## src/rtl/axis_unpack_lanes.sv

```systemverilog
// Purpose : splits one AXI-Stream beat of KERNEL_SIZE lane slices into KERNEL_SIZE per-lane FIFOs,
//           each with its own tkeep mask, tlast bit, fill level and almost-full flag.
// Latency : 1 cycle from an accepted beat to m_axis_tvalid (fall-through head, no bypass).
// Backpressure: s_axis_tready drops when any kept lane is full, during flush, or while in reset.
//
// Ports:
//   clk, rst             single rising-edge clock, asynchronous active-high reset
//   flush                synchronous clear of every lane (beats priority over push/pop)
//   s_axis_*             wide input beat; lane i = tdata[i*DATA_WIDTH +: DATA_WIDTH], written if tkeep[i]
//   m_axis_*             per-lane head word, tlast and valid; per-lane ready
//   lane_level           per-lane occupancy 0..DEPTH, packed (PTR_WIDTH+1) bits per lane
//   lane_almost_full     per-lane level >= ALMOST_FULL_LVL

// Single-lane circular FIFO with a registered occupancy count.
// Latency: a write is visible at head_data after the writing edge; reads are fall-through.
// Backpressure: writes while full and reads while empty are ignored; flush clears everything.
module axis_unpack_lanes_fifo #(
  parameter int WIDTH     = 9,
  parameter int DEPTH     = 4,
  parameter int PTR_WIDTH = 2
) (
  input  logic                 clk,
  input  logic                 rst,
  input  logic                 flush,
  input  logic                 push,
  input  logic [WIDTH-1:0]     push_data,
  input  logic                 pop,
  output logic [WIDTH-1:0]     head_data,
  output logic [PTR_WIDTH:0]   level,
  output logic                 full,
  output logic                 empty
);

  localparam logic [PTR_WIDTH:0]   LVL_ONE = {{PTR_WIDTH{1'b0}}, 1'b1};
  localparam logic [PTR_WIDTH:0]   LVL_MAX = (PTR_WIDTH+1)'(DEPTH);
  localparam logic [PTR_WIDTH-1:0] PTR_ONE = {{(PTR_WIDTH-1){1'b0}}, 1'b1};

  logic [WIDTH-1:0]     mem [DEPTH];
  logic [PTR_WIDTH-1:0] wr_ptr;
  logic [PTR_WIDTH-1:0] rd_ptr;
  logic                 wr_en;
  logic                 rd_en;

  assign full  = (level == LVL_MAX);
  assign empty = (level == '0);

  // Flush voids both sides of any handshake in the same cycle.
  assign wr_en = push & ~full  & ~flush;
  assign rd_en = pop  & ~empty & ~flush;

  always_ff @(posedge clk or posedge rst) begin
    if (rst) begin
      wr_ptr <= '0;
      rd_ptr <= '0;
      level  <= '0;
    end else if (flush) begin
      wr_ptr <= '0;
      rd_ptr <= '0;
      level  <= '0;
    end else begin
      if (wr_en) wr_ptr <= wr_ptr + PTR_ONE;
      if (rd_en) rd_ptr <= rd_ptr + PTR_ONE;
      case ({wr_en, rd_en})
        2'b10:   level <= level + LVL_ONE;
        2'b01:   level <= level - LVL_ONE;
        default: level <= level;
      endcase
    end
  end

  // Storage is deliberately not reset; the head is masked by empty at the top level.
  always_ff @(posedge clk) begin
    if (wr_en) mem[wr_ptr] <= push_data;
  end

  assign head_data = mem[rd_ptr];

endmodule

module axis_unpack_lanes #(
  parameter int KERNEL_SIZE     = 3,
  parameter int DATA_WIDTH      = 8,
  parameter int DEPTH           = 4,
  parameter int PTR_WIDTH       = 2,
  parameter int ALMOST_FULL_LVL = 3
) (
  input  logic                               clk,
  input  logic                               rst,
  input  logic                               flush,
  input  logic [KERNEL_SIZE*DATA_WIDTH-1:0]  s_axis_tdata,
  input  logic [KERNEL_SIZE-1:0]             s_axis_tkeep,
  input  logic                               s_axis_tlast,
  input  logic                               s_axis_tvalid,
  output logic                               s_axis_tready,
  input  logic [KERNEL_SIZE-1:0]             m_axis_tready,
  output logic [KERNEL_SIZE*DATA_WIDTH-1:0]  m_axis_tdata,
  output logic [KERNEL_SIZE-1:0]             m_axis_tlast,
  output logic [KERNEL_SIZE-1:0]             m_axis_tvalid,
  output logic [KERNEL_SIZE*(PTR_WIDTH+1)-1:0] lane_level,
  output logic [KERNEL_SIZE-1:0]             lane_almost_full
);

  localparam int               ENTRY_W = DATA_WIDTH + 1;
  localparam logic [PTR_WIDTH:0] AF_LVL = (PTR_WIDTH+1)'(ALMOST_FULL_LVL);

  logic [KERNEL_SIZE-1:0] lane_full;
  logic [KERNEL_SIZE-1:0] lane_empty;
  logic [KERNEL_SIZE-1:0] lane_push;
  logic [KERNEL_SIZE-1:0] lane_pop;
  logic                   beat_fire;

  // Only kept lanes can stall a beat. Built from registered full flags and tkeep,
  // never from tvalid. Held low while rst is asserted so the upstream sees no
  // acceptance during an asynchronous reset.
  assign s_axis_tready = ~rst & ~flush & ~|(lane_full & s_axis_tkeep);
  assign beat_fire     = s_axis_tvalid & s_axis_tready;

  // A beat with tkeep == 0 still fires and is simply dropped.
  assign lane_push = {KERNEL_SIZE{beat_fire}} & s_axis_tkeep;
  assign lane_pop  = m_axis_tvalid & m_axis_tready;

  for (genvar i = 0; i < KERNEL_SIZE; i++) begin : g_lane
    logic [ENTRY_W-1:0]   head;
    logic [PTR_WIDTH:0]   level;

    axis_unpack_lanes_fifo #(
      .WIDTH     (ENTRY_W),
      .DEPTH     (DEPTH),
      .PTR_WIDTH (PTR_WIDTH)
    ) u_fifo (
      .clk       (clk),
      .rst       (rst),
      .flush     (flush),
      .push      (lane_push[i]),
      .push_data ({s_axis_tlast, s_axis_tdata[i*DATA_WIDTH +: DATA_WIDTH]}),
      .pop       (lane_pop[i]),
      .head_data (head),
      .level     (level),
      .full      (lane_full[i]),
      .empty     (lane_empty[i])
    );

    assign m_axis_tvalid[i] = ~lane_empty[i];

    // Empty lanes drive zeros instead of whatever stale word sits at rd_ptr.
    assign m_axis_tdata[i*DATA_WIDTH +: DATA_WIDTH] = lane_empty[i] ? '0 : head[DATA_WIDTH-1:0];
    assign m_axis_tlast[i] = ~lane_empty[i] & head[DATA_WIDTH];

    assign lane_level[i*(PTR_WIDTH+1) +: (PTR_WIDTH+1)] = level;
    assign lane_almost_full[i] = (level >= AF_LVL);
  end

endmodule

```

## config.mk

```make
export PLATFORM = sky130hd
export DESIGN_NAME = axis_unpack_lanes
export DESIGN_NICKNAME = d
export VERILOG_FILES = /design/src/rtl/axis_unpack_lanes.sv
export SDC_FILE = /design/constraint.sdc
export NUM_CORES = 1
export LEC_CHECK = 0
export ABC_CLOCK_PERIOD_IN_PS = 4460
export CORE_AREA = 2 2 100 102
export CTS_BUF_LIST = sky130_fd_sc_hd__clkbuf_8
export DETAILED_ROUTE_END_ITERATION = 12
export DIE_AREA = 0 0 102 104
export GPL_ROUTABILITY_DRIVEN = 1
export PLACE_DENSITY = 0.86
export SYNTH_ARGS = -nofsm -noshare
export SYNTH_HDL_FRONTEND = slang
export SYNTH_SLANG_ARGS = --single-unit
```

## constraint.sdc

```tcl
create_clock -name clk -period 4.46 [get_ports clk]
set_input_delay 0.669 -clock clk [delete_from_list [all_inputs] [get_ports clk]]
set_output_delay 0.669 -clock clk [all_outputs]
set_load 0.1 [all_outputs]
```

==> results of run 1 <==
metal layers:
layer  GRT usage, %  wire [um]  up-vias
li1               -          -     1476
met4           6.00        158        0
met2           32.6       5220      131
met5              0          0        -
met1           26.5       4160     1600
met3           6.38        630       16
area by class of cell:
class,count,area (um^2)
tap,133,166
fill,603,2600
inverter,13,48.8
timing repair buffer,78,776
multi-input combinational,183,1790
clock inverter,14,158
clock buffer,17,234
sequential,129,3770
power by group through the flow:
| stage | clock network, mW | logic [mW] | registers (mW) |
|---|---|---|---|
| 2_1_floorplan | 0 | 0.295 | 1.39 |
| 3_3_place_gp | 0 | 0.421 | 1.38 |
| 3_5_place_dp | 0 | 0.429 | 1.38 |
| 4_1_cts | 0.982 | 0.430 | 1.35 |
| 5_1_grt | 1.03 | 0.447 | 1.35 |
| 6_report | 0.970 | 0.428 | 1.35 |
per-stage QoR:
stage	instances	power, mW
final	567	2.75
after global routing	567	2.83
after CTS	567	2.76
after detailed placement	536	1.81
after global placement	536	1.80
after floorplan	340	1.68
cells in the mapped netlist (all sizes together):
cell type  instances  area [um^2]
nor4               1         21.3
a32oi              1         8.76
clkbuf            11         41.3
o31ai              3         22.5
mux2               2         22.5
o221ai             1         8.76
nor2              13         48.8
nand3b             1         7.51
a21o               4         30.0
edfxtp           108         3240
ha                12          150
xor2               6         52.6
and4bb             1         16.3
a211o              2         17.5
or2                3         18.8
inv               13         48.8
nand4bb            3         33.8
nand2             16         62.6
fa                 3         60.1
o211ai             1         7.51
nor4bb             2         26.3
nor3b              3         22.5
and2              40          250
mux4              29          653
nor4b              1         23.8
or3b               1         8.76
or3                4         25.0
o2111ai            1         8.76
nor3               9         45.0
a21oi              1         5.00
a22o               1         8.76
o311ai             3         33.8
buf                4         20.0
o21ai              6         30.0
dfrtp             21          526
nand3              6         30.0
a22oi              1         7.51
a32o               2         20.0
kinds of logic (layout without fill, tap and decap cells):
| family | after synthesis | in the layout | synth area share (%) |
|---|---|---|---|
| compound gates | 27 | 27 | 3.69 |
| xor+xnor | 6 | 6 | 0.927 |
| fa+ha+maj | 15 | 15 | 3.71 |
| buf+inv | 28 | 122 | 1.94 |
| flops | 129 | 129 | 66.5 |
| mux | 31 | 31 | 11.9 |
| simple gates | 104 | 104 | 11.3 |
worst max-delay path by stage:
stage	startpoint	end
after global placement	flush	g_lane[2].u_fifo.level[2]
after global routing	g_lane[0].u_fifo.rd_ptr[0]	m_axis_tlast[0]
after CTS	g_lane[2].u_fifo.rd_ptr[0]	m_axis_tdata[16]
final	g_lane[2].u_fifo.rd_ptr[0]	m_axis_tdata[16]
after detailed placement	flush	g_lane[2].u_fifo.level[2]
after floorplan	g_lane[0].u_fifo.level[1]	s_axis_tready
state kept, by name (all words and copies together) (netlist names):
| signal | count |
|---|---|
| g_lane.u_fifo.wr_ptr | 6 |
| g_lane.u_fifo.mem | 108 |
| g_lane.u_fifo.rd_ptr | 6 |
| g_lane.u_fifo.level | 9 |
worst reg2reg max path, cell delays in order, from the launching register on:
cell and delay (ps):
sky130_fd_sc_hd__dfrtp_1 490, sky130_fd_sc_hd__nor4bb_2 560, sky130_fd_sc_hd__nand3b_1 300, sky130_fd_sc_hd__nor2_1 170, sky130_fd_sc_hd__nor3_1 270, sky130_fd_sc_hd__fa_1 480
sky130_fd_sc_hd__a32oi_1 200, sky130_fd_sc_hd__o221ai_1 160
==> report_table.html, run 1 <==
<table>
<tr><th>Metric</th><th>Value</th></tr>
<tr><th colspan="2">Yosys</th></tr>
<tr><td>Post-synthesis cell area</td><td>5670 um^2</td></tr>
<tr><td>Number of distinct library cell variants in the gate-level netlist after synthesis</td><td>43</td></tr>
<tr><td>Net count after synthesis</td><td>390</td></tr>
<tr><td>Synthesized instance count</td><td>340</td></tr>
<tr><td>Total of warnings raised by yosys</td><td>0</td></tr>
<tr><td>Mean Syn Cell Area</td><td>16.7 um^2</td></tr>
<tr><td>Fraction of the yosys area taken by sequential cells</td><td>66.5%</td></tr>
<tr><td>Number of flip-flops and latches in the synthesized netlist</td><td>129</td></tr>
<tr><th colspan="2">Critical path</th></tr>
<tr><td>FF-to-FF End</td><td>g_lane[0].u_fifo.level[1]</td></tr>
<tr><td>Reg2Reg Setup Slack</td><td>1690 ps</td></tr>
<tr><td>Buf/Inv on CP</td><td>1</td></tr>
<tr><td>Crit path cell chain</td><td>mux4_2 -&gt; and2_1 -&gt; clkdlybuf4s50_1</td></tr>
<tr><td>Family of cells with the greatest summed delay on the critical path</td><td>buffers and inverters</td></tr>
<tr><td>Data arrival time of the critical path</td><td>2940 ps</td></tr>
<tr><td>Largest fanout on the critical path</td><td>11</td></tr>
<tr><td>Critical path depth in cells</td><td>3</td></tr>
<tr><td>Cell with the biggest individual delay on the critical path</td><td>sky130_fd_sc_hd__clkdlybuf4s50_1</td></tr>
<tr><td>Data required time at the worst endpoint</td><td>3790 ps</td></tr>
<tr><td>Maximum single-stage delay on the critical path</td><td>960 ps</td></tr>
<tr><td>FF-to-FF path depth</td><td>7</td></tr>
<tr><td>Worst reg2reg path startpoint</td><td>g_lane[1].u_fifo.level[0]</td></tr>
<tr><td>Worst Setup Path Type</td><td>reg -&gt; out</td></tr>
<tr><td>Crit. End Element</td><td>primary output</td></tr>
<tr><td>Worst setup SP type</td><td>flip-flop</td></tr>
<tr><th colspan="2">Detailed routing</th></tr>
<tr><td>Total Wirelength</td><td>10.2 mm</td></tr>
<tr><td>Number of nets still failing antenna checks after routing</td><td>0</td></tr>
<tr><td>Starting DRT DRC Count</td><td>135</td></tr>
<tr><td>DR WL/cell</td><td>17.9 um</td></tr>
<tr><td>Number of vias per cell</td><td>5.68</td></tr>
<tr><td>Count of TritonRoute iterations in the first routing pass</td><td>4</td></tr>
<tr><td>Number of DRC violations after detailed routing</td><td>0</td></tr>
<tr><td>Via Count</td><td>3223</td></tr>
<tr><th colspan="2">Place</th></tr>
<tr><td>Buffers on Ports</td><td>77</td></tr>
<tr><td>Post-Place Worst Slack</td><td>1070 ps</td></tr>
<tr><td>Detailed-placement wirelength estimate</td><td>6.79 mm</td></tr>
<tr><td>Weighted congestion reported at the end of routability-driven placement</td><td>0.847</td></tr>
<tr><td>DP Area</td><td>6550 um^2</td></tr>
<tr><th colspan="2">Power</th></tr>
<tr><td>Total power per unit cell area</td><td>396 nW/um^2</td></tr>
<tr><td>Sw frac</td><td>28.9%</td></tr>
<tr><td>Power share of the sequential group</td><td>49.1%</td></tr>
<tr><td>Clock network fraction of total power</td><td>35.3%</td></tr>
<tr><td>Design internal power</td><td>1.96 mW</td></tr>
<tr><td>P_sw</td><td>793 uW</td></tr>
<tr><td>Portion of total power attributed to combinational logic</td><td>15.6%</td></tr>
<tr><td>Worst vdd rail ir drop</td><td>0.000276 V</td></tr>
<tr><td>Cell leakage power</td><td>2.40 nW</td></tr>
<tr><th colspan="2">Timing</th></tr>
<tr><td>Upper clock frequency limit</td><td>0.277 GHz</td></tr>
<tr><td>Total negative setup slack</td><td>0 ps</td></tr>
<tr><td>Final setup violation count</td><td>0</td></tr>
<tr><td>Final setup slack of the worst path</td><td>854 ps</td></tr>
<tr><td>Actual transition at the worst max-transition pin</td><td>991 ps</td></tr>
<tr><td>Worst hold slack</td><td>600 ps</td></tr>
<tr><td>Number of pins with negative max-slew slack in the final report</td><td>0</td></tr>
<tr><td>Clk_skew</td><td>13.0 ps</td></tr>
<tr><td>RSZ-0062 raised after global routing</td><td>false</td></tr>
<tr><td>Crit share post-route</td><td>80.8%</td></tr>
<tr><td>Final hold violation count</td><td>0</td></tr>
<tr><td>Post-layout minimum cycle time</td><td>3610 ps</td></tr>
<tr><td>Worst max-slew margin expressed relative to the limit</td><td>33.7%</td></tr>
<tr><th colspan="2">Global routing</th></tr>
<tr><td>Largest net degree at the start of global routing</td><td>23</td></tr>
<tr><td>Via count of the first global-routing pass</td><td>3204</td></tr>
<tr><td>Overflow left after global routing</td><td>0</td></tr>
<tr><td>Aggregate global-route resource usage</td><td>20.2%</td></tr>
<tr><td>Antenna violations before repair</td><td>0</td></tr>
<tr><td>Global-route wire length before repair</td><td>16.0 mm</td></tr>
<tr><th colspan="2">Floorplan</th></tr>
<tr><td>Count of standard-cell rows</td><td>36</td></tr>
<tr><td>Die Height</td><td>104 um</td></tr>
<tr><td>Count of boundary I/O pins</td><td>78</td></tr>
<tr><td>Effective utilization at floorplan</td><td>59.3%</td></tr>
<tr><td>Die Footprint</td><td>10600 um^2</td></tr>
<tr><td>Die Span X</td><td>102 um</td></tr>
<tr><td>Core box area</td><td>9550 um^2</td></tr>
<tr><th colspan="2">Layout</th></tr>
<tr><td>Most frequent standard cell in the layout excluding fill and tap cells</td><td>sky130_fd_sc_hd__edfxtp_1</td></tr>
<tr><td>Share of the core filled with cells in the final layout</td><td>72.7%</td></tr>
<tr><td>Proportion of layout cells with a drive suffix above 1</td><td>16.6%</td></tr>
<tr><td># nets final</td><td>472</td></tr>
<tr><td>Commonest non-fill, non-tap cells in the layout</td><td>sky130_fd_sc_hd__edfxtp_1 (108), sky130_fd_sc_hd__clkdlybuf4s50_1 (76), sky130_fd_sc_hd__and2_1 (40)</td></tr>
<tr><td>Finished Cell Area</td><td>6950 um^2</td></tr>
<tr><td>Number of antenna repair diodes</td><td>0</td></tr>
<tr><td>Signed area change from the synthesized netlist to the final layout</td><td>22.6%</td></tr>
<tr><th colspan="2">Clocking</th></tr>
<tr><td>Cell at the root of the clock tree</td><td>sky130_fd_sc_hd__clkbuf_8</td></tr>
<tr><td># hold bufs at CTS</td><td>0</td></tr>
<tr><td>Post-CTS resize count</td><td>0</td></tr>
<tr><td>Clk buf depth</td><td>2</td></tr>
<tr><td>Number of post-CTS setup repair buffers</td><td>0</td></tr>
<tr><td>CTS sink count</td><td>129</td></tr>
<tr><td>Number of buffers created by CTS</td><td>17</td></tr>
<tr><td>Clock tree from TritonCTS</td><td>built</td></tr>
<tr><td>H-tree levels</td><td>4</td></tr>
<tr><td>Insertion delay to the later sink of the worst-skew pair</td><td>420 ps</td></tr>
<tr><td>Clock input transition at the sequential cells of the worst setup and hold paths</td><td>70 ps</td></tr>
<tr><th colspan="2">Min path</th></tr>
<tr><td>Hold path cells</td><td>1</td></tr>
<tr><td>Path type of the worst min-delay path</td><td>reg -&gt; reg</td></tr>
<tr><td>Beginning of the worst hold path</td><td>g_lane[0].u_fifo.wr_ptr[0]</td></tr>
<tr><td>Worst min-delay path endpoint</td><td>g_lane[0].u_fifo.wr_ptr[0]</td></tr>
<tr><th colspan="2">Flow run</th></tr>
<tr><td>Total of max-cap violations</td><td>0</td></tr>
<tr><th colspan="2">Outcome</th></tr>
<tr><td>Result of the run</td><td>completed</td></tr>
</table>
(Power assumes the default switching activity.)
==> run 2: changes to the inputs <==
==> config.mk (replaced) <==
export PLATFORM = sky130hd
export DESIGN_NAME = axis_unpack_lanes
export DESIGN_NICKNAME = d
export VERILOG_FILES = /design/src/rtl/axis_unpack_lanes.sv
export SDC_FILE = /design/constraint.sdc
export NUM_CORES = 1
export LEC_CHECK = 0
export ABC_CLOCK_PERIOD_IN_PS = 3500
export CORE_AREA = 2 2 103 105
export CTS_BUF_LIST = sky130_fd_sc_hd__clkbuf_8
export DETAILED_ROUTE_END_ITERATION = 12
export DIE_AREA = 0 0 105 107
export GPL_ROUTABILITY_DRIVEN = 1
export PLACE_DENSITY = 0.81
export SYNTH_ARGS = -nofsm -noshare
export SYNTH_HDL_FRONTEND = slang
export SYNTH_SLANG_ARGS = --single-unit
==> constraint.sdc (replaced) <==
create_clock -name clk -period 3.5 [get_ports clk]
set_input_delay 0.525 -clock clk [delete_from_list [all_inputs] [get_ports clk]]
set_output_delay 0.525 -clock clk [all_outputs]
set_load 0.1 [all_outputs]
==> run 2 against run 1 <==
Effect of this change: via count decreased by 0.90%; wire length decreased by 2.8%; die area increased by 5.9%; critical path depth decreased by 2; largest power group unchanged; first-iteration DRC count increased by 30%; register-to-register slack got worse by 690 ps; worst setup slack got worse by 95 ps.
==> report_table.html, run 2 (synthesis gave the netlist of run 1 again) <==
<table>
<tr><th>Metric</th><th>Value</th></tr>
<tr><th colspan="2">Outcome</th></tr>
<tr><td>Result of the run</td><td>completed</td></tr>
<tr><th colspan="2">Layout</th></tr>
<tr><td>Signed area change from the synthesized netlist to the final layout</td><td>21.7%</td></tr>
<tr><td>Number of antenna repair diodes</td><td>0</td></tr>
<tr><td>Commonest non-fill, non-tap cells in the layout</td><td>sky130_fd_sc_hd__edfxtp_1 (108), sky130_fd_sc_hd__clkdlybuf4s50_1 (43), sky130_fd_sc_hd__and2_1 (40)</td></tr>
<tr><td>Most frequent standard cell in the layout excluding fill and tap cells</td><td>sky130_fd_sc_hd__edfxtp_1</td></tr>
<tr><td>Proportion of layout cells with a drive suffix above 1</td><td>25.1%</td></tr>
<tr><td>Share of the core filled with cells in the final layout</td><td>68.3%</td></tr>
<tr><td># nets final</td><td>476</td></tr>
<tr><td>Finished Cell Area</td><td>6890 um^2</td></tr>
<tr><td>Post-route non-filler standard cell count</td><td>575</td></tr>
<tr><td>Top register by number of flip-flops</td><td>g_lane.u_fifo.mem</td></tr>
<tr><td>Registers with the most flip-flops</td><td>g_lane.u_fifo.mem (108), g_lane.u_fifo.level (9)</td></tr>
<tr><td>Largest register FFs</td><td>108</td></tr>
<tr><th colspan="2">Clocking</th></tr>
<tr><td>Cell at the root of the clock tree</td><td>sky130_fd_sc_hd__clkbuf_8</td></tr>
<tr><td># hold bufs at CTS</td><td>0</td></tr>
<tr><td>Insertion delay to the later sink of the worst-skew pair</td><td>430 ps</td></tr>
<tr><td>Clock tree from TritonCTS</td><td>built</td></tr>
<tr><td>Number of post-CTS setup repair buffers</td><td>0</td></tr>
<tr><td>Post-CTS resize count</td><td>0</td></tr>
<tr><td>Clk buf depth</td><td>2</td></tr>
<tr><td>Clock input transition at the sequential cells of the worst setup and hold paths</td><td>80 ps</td></tr>
<tr><td>Number of buffers created by CTS</td><td>17</td></tr>
<tr><td>CTS sink count</td><td>129</td></tr>
<tr><td>H-tree levels</td><td>4</td></tr>
<tr><th colspan="2">Detailed routing</th></tr>
<tr><td>Via Count</td><td>3194</td></tr>
<tr><td>Starting DRT DRC Count</td><td>176</td></tr>
<tr><td>Count of TritonRoute iterations in the first routing pass</td><td>4</td></tr>
<tr><td>Total Wirelength</td><td>9.88 mm</td></tr>
<tr><td>Number of nets still failing antenna checks after routing</td><td>0</td></tr>
<tr><td>DR WL/cell</td><td>17.2 um</td></tr>
<tr><td>Number of DRC violations after detailed routing</td><td>0</td></tr>
<tr><td>Number of vias per cell</td><td>5.55</td></tr>
<tr><th colspan="2">Place</th></tr>
<tr><td>Post-Place Worst Slack</td><td>557 ps</td></tr>
<tr><td>Detailed-placement wirelength estimate</td><td>6.69 mm</td></tr>
<tr><td>Buffers on Ports</td><td>77</td></tr>
<tr><td>Number of cells in the design after placement</td><td>543</td></tr>
<tr><td>Weighted congestion reported at the end of routability-driven placement</td><td>0.786</td></tr>
<tr><td>DP Area</td><td>6530 um^2</td></tr>
<tr><th colspan="2">Power</th></tr>
<tr><td>Worst vdd rail ir drop</td><td>0.000312 V</td></tr>
<tr><td>Cell leakage power</td><td>2.49 nW</td></tr>
<tr><td>Total power per unit cell area</td><td>497 nW/um^2</td></tr>
<tr><td>Sum of internal, switching and leakage power</td><td>3.43 mW</td></tr>
<tr><th colspan="2">Floorplan</th></tr>
<tr><td>Core box area</td><td>10100 um^2</td></tr>
<tr><td>Die Span X</td><td>105 um</td></tr>
<tr><td>Count of standard-cell rows</td><td>37</td></tr>
<tr><td>Count of boundary I/O pins</td><td>78</td></tr>
<tr><td>Die Footprint</td><td>11200 um^2</td></tr>
<tr><td>Effective utilization at floorplan</td><td>56.1%</td></tr>
<tr><td>Die Height</td><td>107 um</td></tr>
<tr><th colspan="2">Critical path</th></tr>
<tr><td>FF-to-FF path depth</td><td>7</td></tr>
<tr><td>Crit path cell chain</td><td>clkdlybuf4s50_1</td></tr>
<tr><td>Buf/Inv on CP</td><td>1</td></tr>
<tr><td>Reg2Reg Setup Slack</td><td>1000 ps</td></tr>
<tr><td>Worst reg2reg path startpoint</td><td>g_lane[0].u_fifo.level[2]</td></tr>
<tr><td>Maximum single-stage delay on the critical path</td><td>1210 ps</td></tr>
<tr><td>Cell with the biggest individual delay on the critical path</td><td>sky130_fd_sc_hd__clkdlybuf4s50_1</td></tr>
<tr><td>Largest fanout on the critical path</td><td>10</td></tr>
<tr><td>Data arrival time of the critical path</td><td>2220 ps</td></tr>
<tr><td>FF-to-FF End</td><td>g_lane[0].u_fifo.level[1]</td></tr>
<tr><td>Worst setup SP type</td><td>flip-flop</td></tr>
<tr><td>Family of cells with the greatest summed delay on the critical path</td><td>buffers and inverters</td></tr>
<tr><td>Data required time at the worst endpoint</td><td>2970 ps</td></tr>
<tr><td>Worst Setup Path Type</td><td>reg -&gt; out</td></tr>
<tr><td>Crit. End Element</td><td>primary output</td></tr>
<tr><th colspan="2">Timing</th></tr>
<tr><td>RSZ-0062 raised after global routing</td><td>false</td></tr>
<tr><td>Post-layout minimum cycle time</td><td>2740 ps</td></tr>
<tr><td>Crit share post-route</td><td>78.3%</td></tr>
<tr><td>Final setup slack of the worst path</td><td>759 ps</td></tr>
<tr><td>Final hold violation count</td><td>0</td></tr>
<tr><td>Upper clock frequency limit</td><td>0.365 GHz</td></tr>
<tr><td>Worst hold slack</td><td>572 ps</td></tr>
<tr><td>Total negative setup slack</td><td>0 ps</td></tr>
<tr><td>Final setup violation count</td><td>0</td></tr>
<tr><td>Actual transition at the worst max-transition pin</td><td>986 ps</td></tr>
<tr><td>Clk_skew</td><td>10.8 ps</td></tr>
<tr><td>Worst max-slew margin expressed relative to the limit</td><td>34.1%</td></tr>
<tr><td>Number of pins with negative max-slew slack in the final report</td><td>0</td></tr>
<tr><th colspan="2">Global routing</th></tr>
<tr><td>Via count of the first global-routing pass</td><td>3208</td></tr>
<tr><td>Global-route wire length before repair</td><td>15.9 mm</td></tr>
<tr><td>Largest net degree at the start of global routing</td><td>22</td></tr>
<tr><td>Overflow left after global routing</td><td>0</td></tr>
<tr><td>Antenna violations before repair</td><td>0</td></tr>
<tr><td>Aggregate global-route resource usage</td><td>18.7%</td></tr>
<tr><th colspan="2">Min path</th></tr>
<tr><td>Hold path cells</td><td>1</td></tr>
<tr><td>Worst min-delay path endpoint</td><td>g_lane[0].u_fifo.wr_ptr[0]</td></tr>
<tr><td>Beginning of the worst hold path</td><td>g_lane[0].u_fifo.wr_ptr[0]</td></tr>
<tr><td>Path type of the worst min-delay path</td><td>reg -&gt; reg</td></tr>
<tr><th colspan="2">Flow run</th></tr>
<tr><td>Total of max-cap violations</td><td>0</td></tr>
</table>
run 2: cell types whose count changed in the layout (fill, tap and decap cells not counted), sizes merged:
cell / delta
buf: +37
clkdlybuf4s50: -33
inv: +6
bufinv: -2
clkinvlp: -2
clkinv: -1
run 2: where the power goes:
group | switching [mW] | internal [mW] | total, mW
clock network | 0.650 | 0.519 | 1.17
logic | 0.375 | 0.163 | 0.538
registers | 0.0377 | 1.68 | 1.72
run 2: layer usage:
| layer | track usage, % | part of all wire, % | routed length [um] | up-vias |
|---|---|---|---|---|
| li1 | - | - | - | 1490 |
| met1 | 24.1 | 43 | 4210 | 1605 |
| met2 | 30.8 | 51 | 5050 | 87 |
| met3 | 5.35 | 5.2 | 518 | 12 |
| met4 | 6.76 | 1.0 | 102 | 0 |
| met5 | 0 | 0 | 0 | - |
run 2: how the worst max path moves through the flow:
stage	endpoint	slack [ps]	cells past startpoint	start
after floorplan	m_axis_tdata[0]	300	3	g_lane[0].u_fifo.level[0]
after global placement	g_lane[0].u_fifo.level[1]	650	9	flush
after detailed placement	g_lane[0].u_fifo.level[1]	560	9	flush
after CTS	m_axis_tdata[6]	700	3	g_lane[0].u_fifo.rd_ptr[0]
after global routing	m_axis_tlast[0]	610	3	g_lane[0].u_fifo.rd_ptr[0]
final	lane_level[0]	760	1	g_lane[0].u_fifo.level[0]
run 2: worst reg2reg max path, cell delays in order, from the launching register on:
cell                       delay (ps)
sky130_fd_sc_hd__dfrtp_1          510
sky130_fd_sc_hd__or3_1            620
sky130_fd_sc_hd__nand2_1          240
sky130_fd_sc_hd__nor3_1            80
sky130_fd_sc_hd__fa_1             510
sky130_fd_sc_hd__nand3_1           60
sky130_fd_sc_hd__or3_1            310
sky130_fd_sc_hd__o221ai_1          70
run 2: cell type report:
cell class	count	area, um^2
Clock buffer	17	234
Fill cell	713	3200
Sequential cell	129	3770
Multi-Input combinational cell	183	1800
Inverter	13	48.8
Timing Repair Buffer	82	736
Tap cell	136	170
Clock inverter	15	134
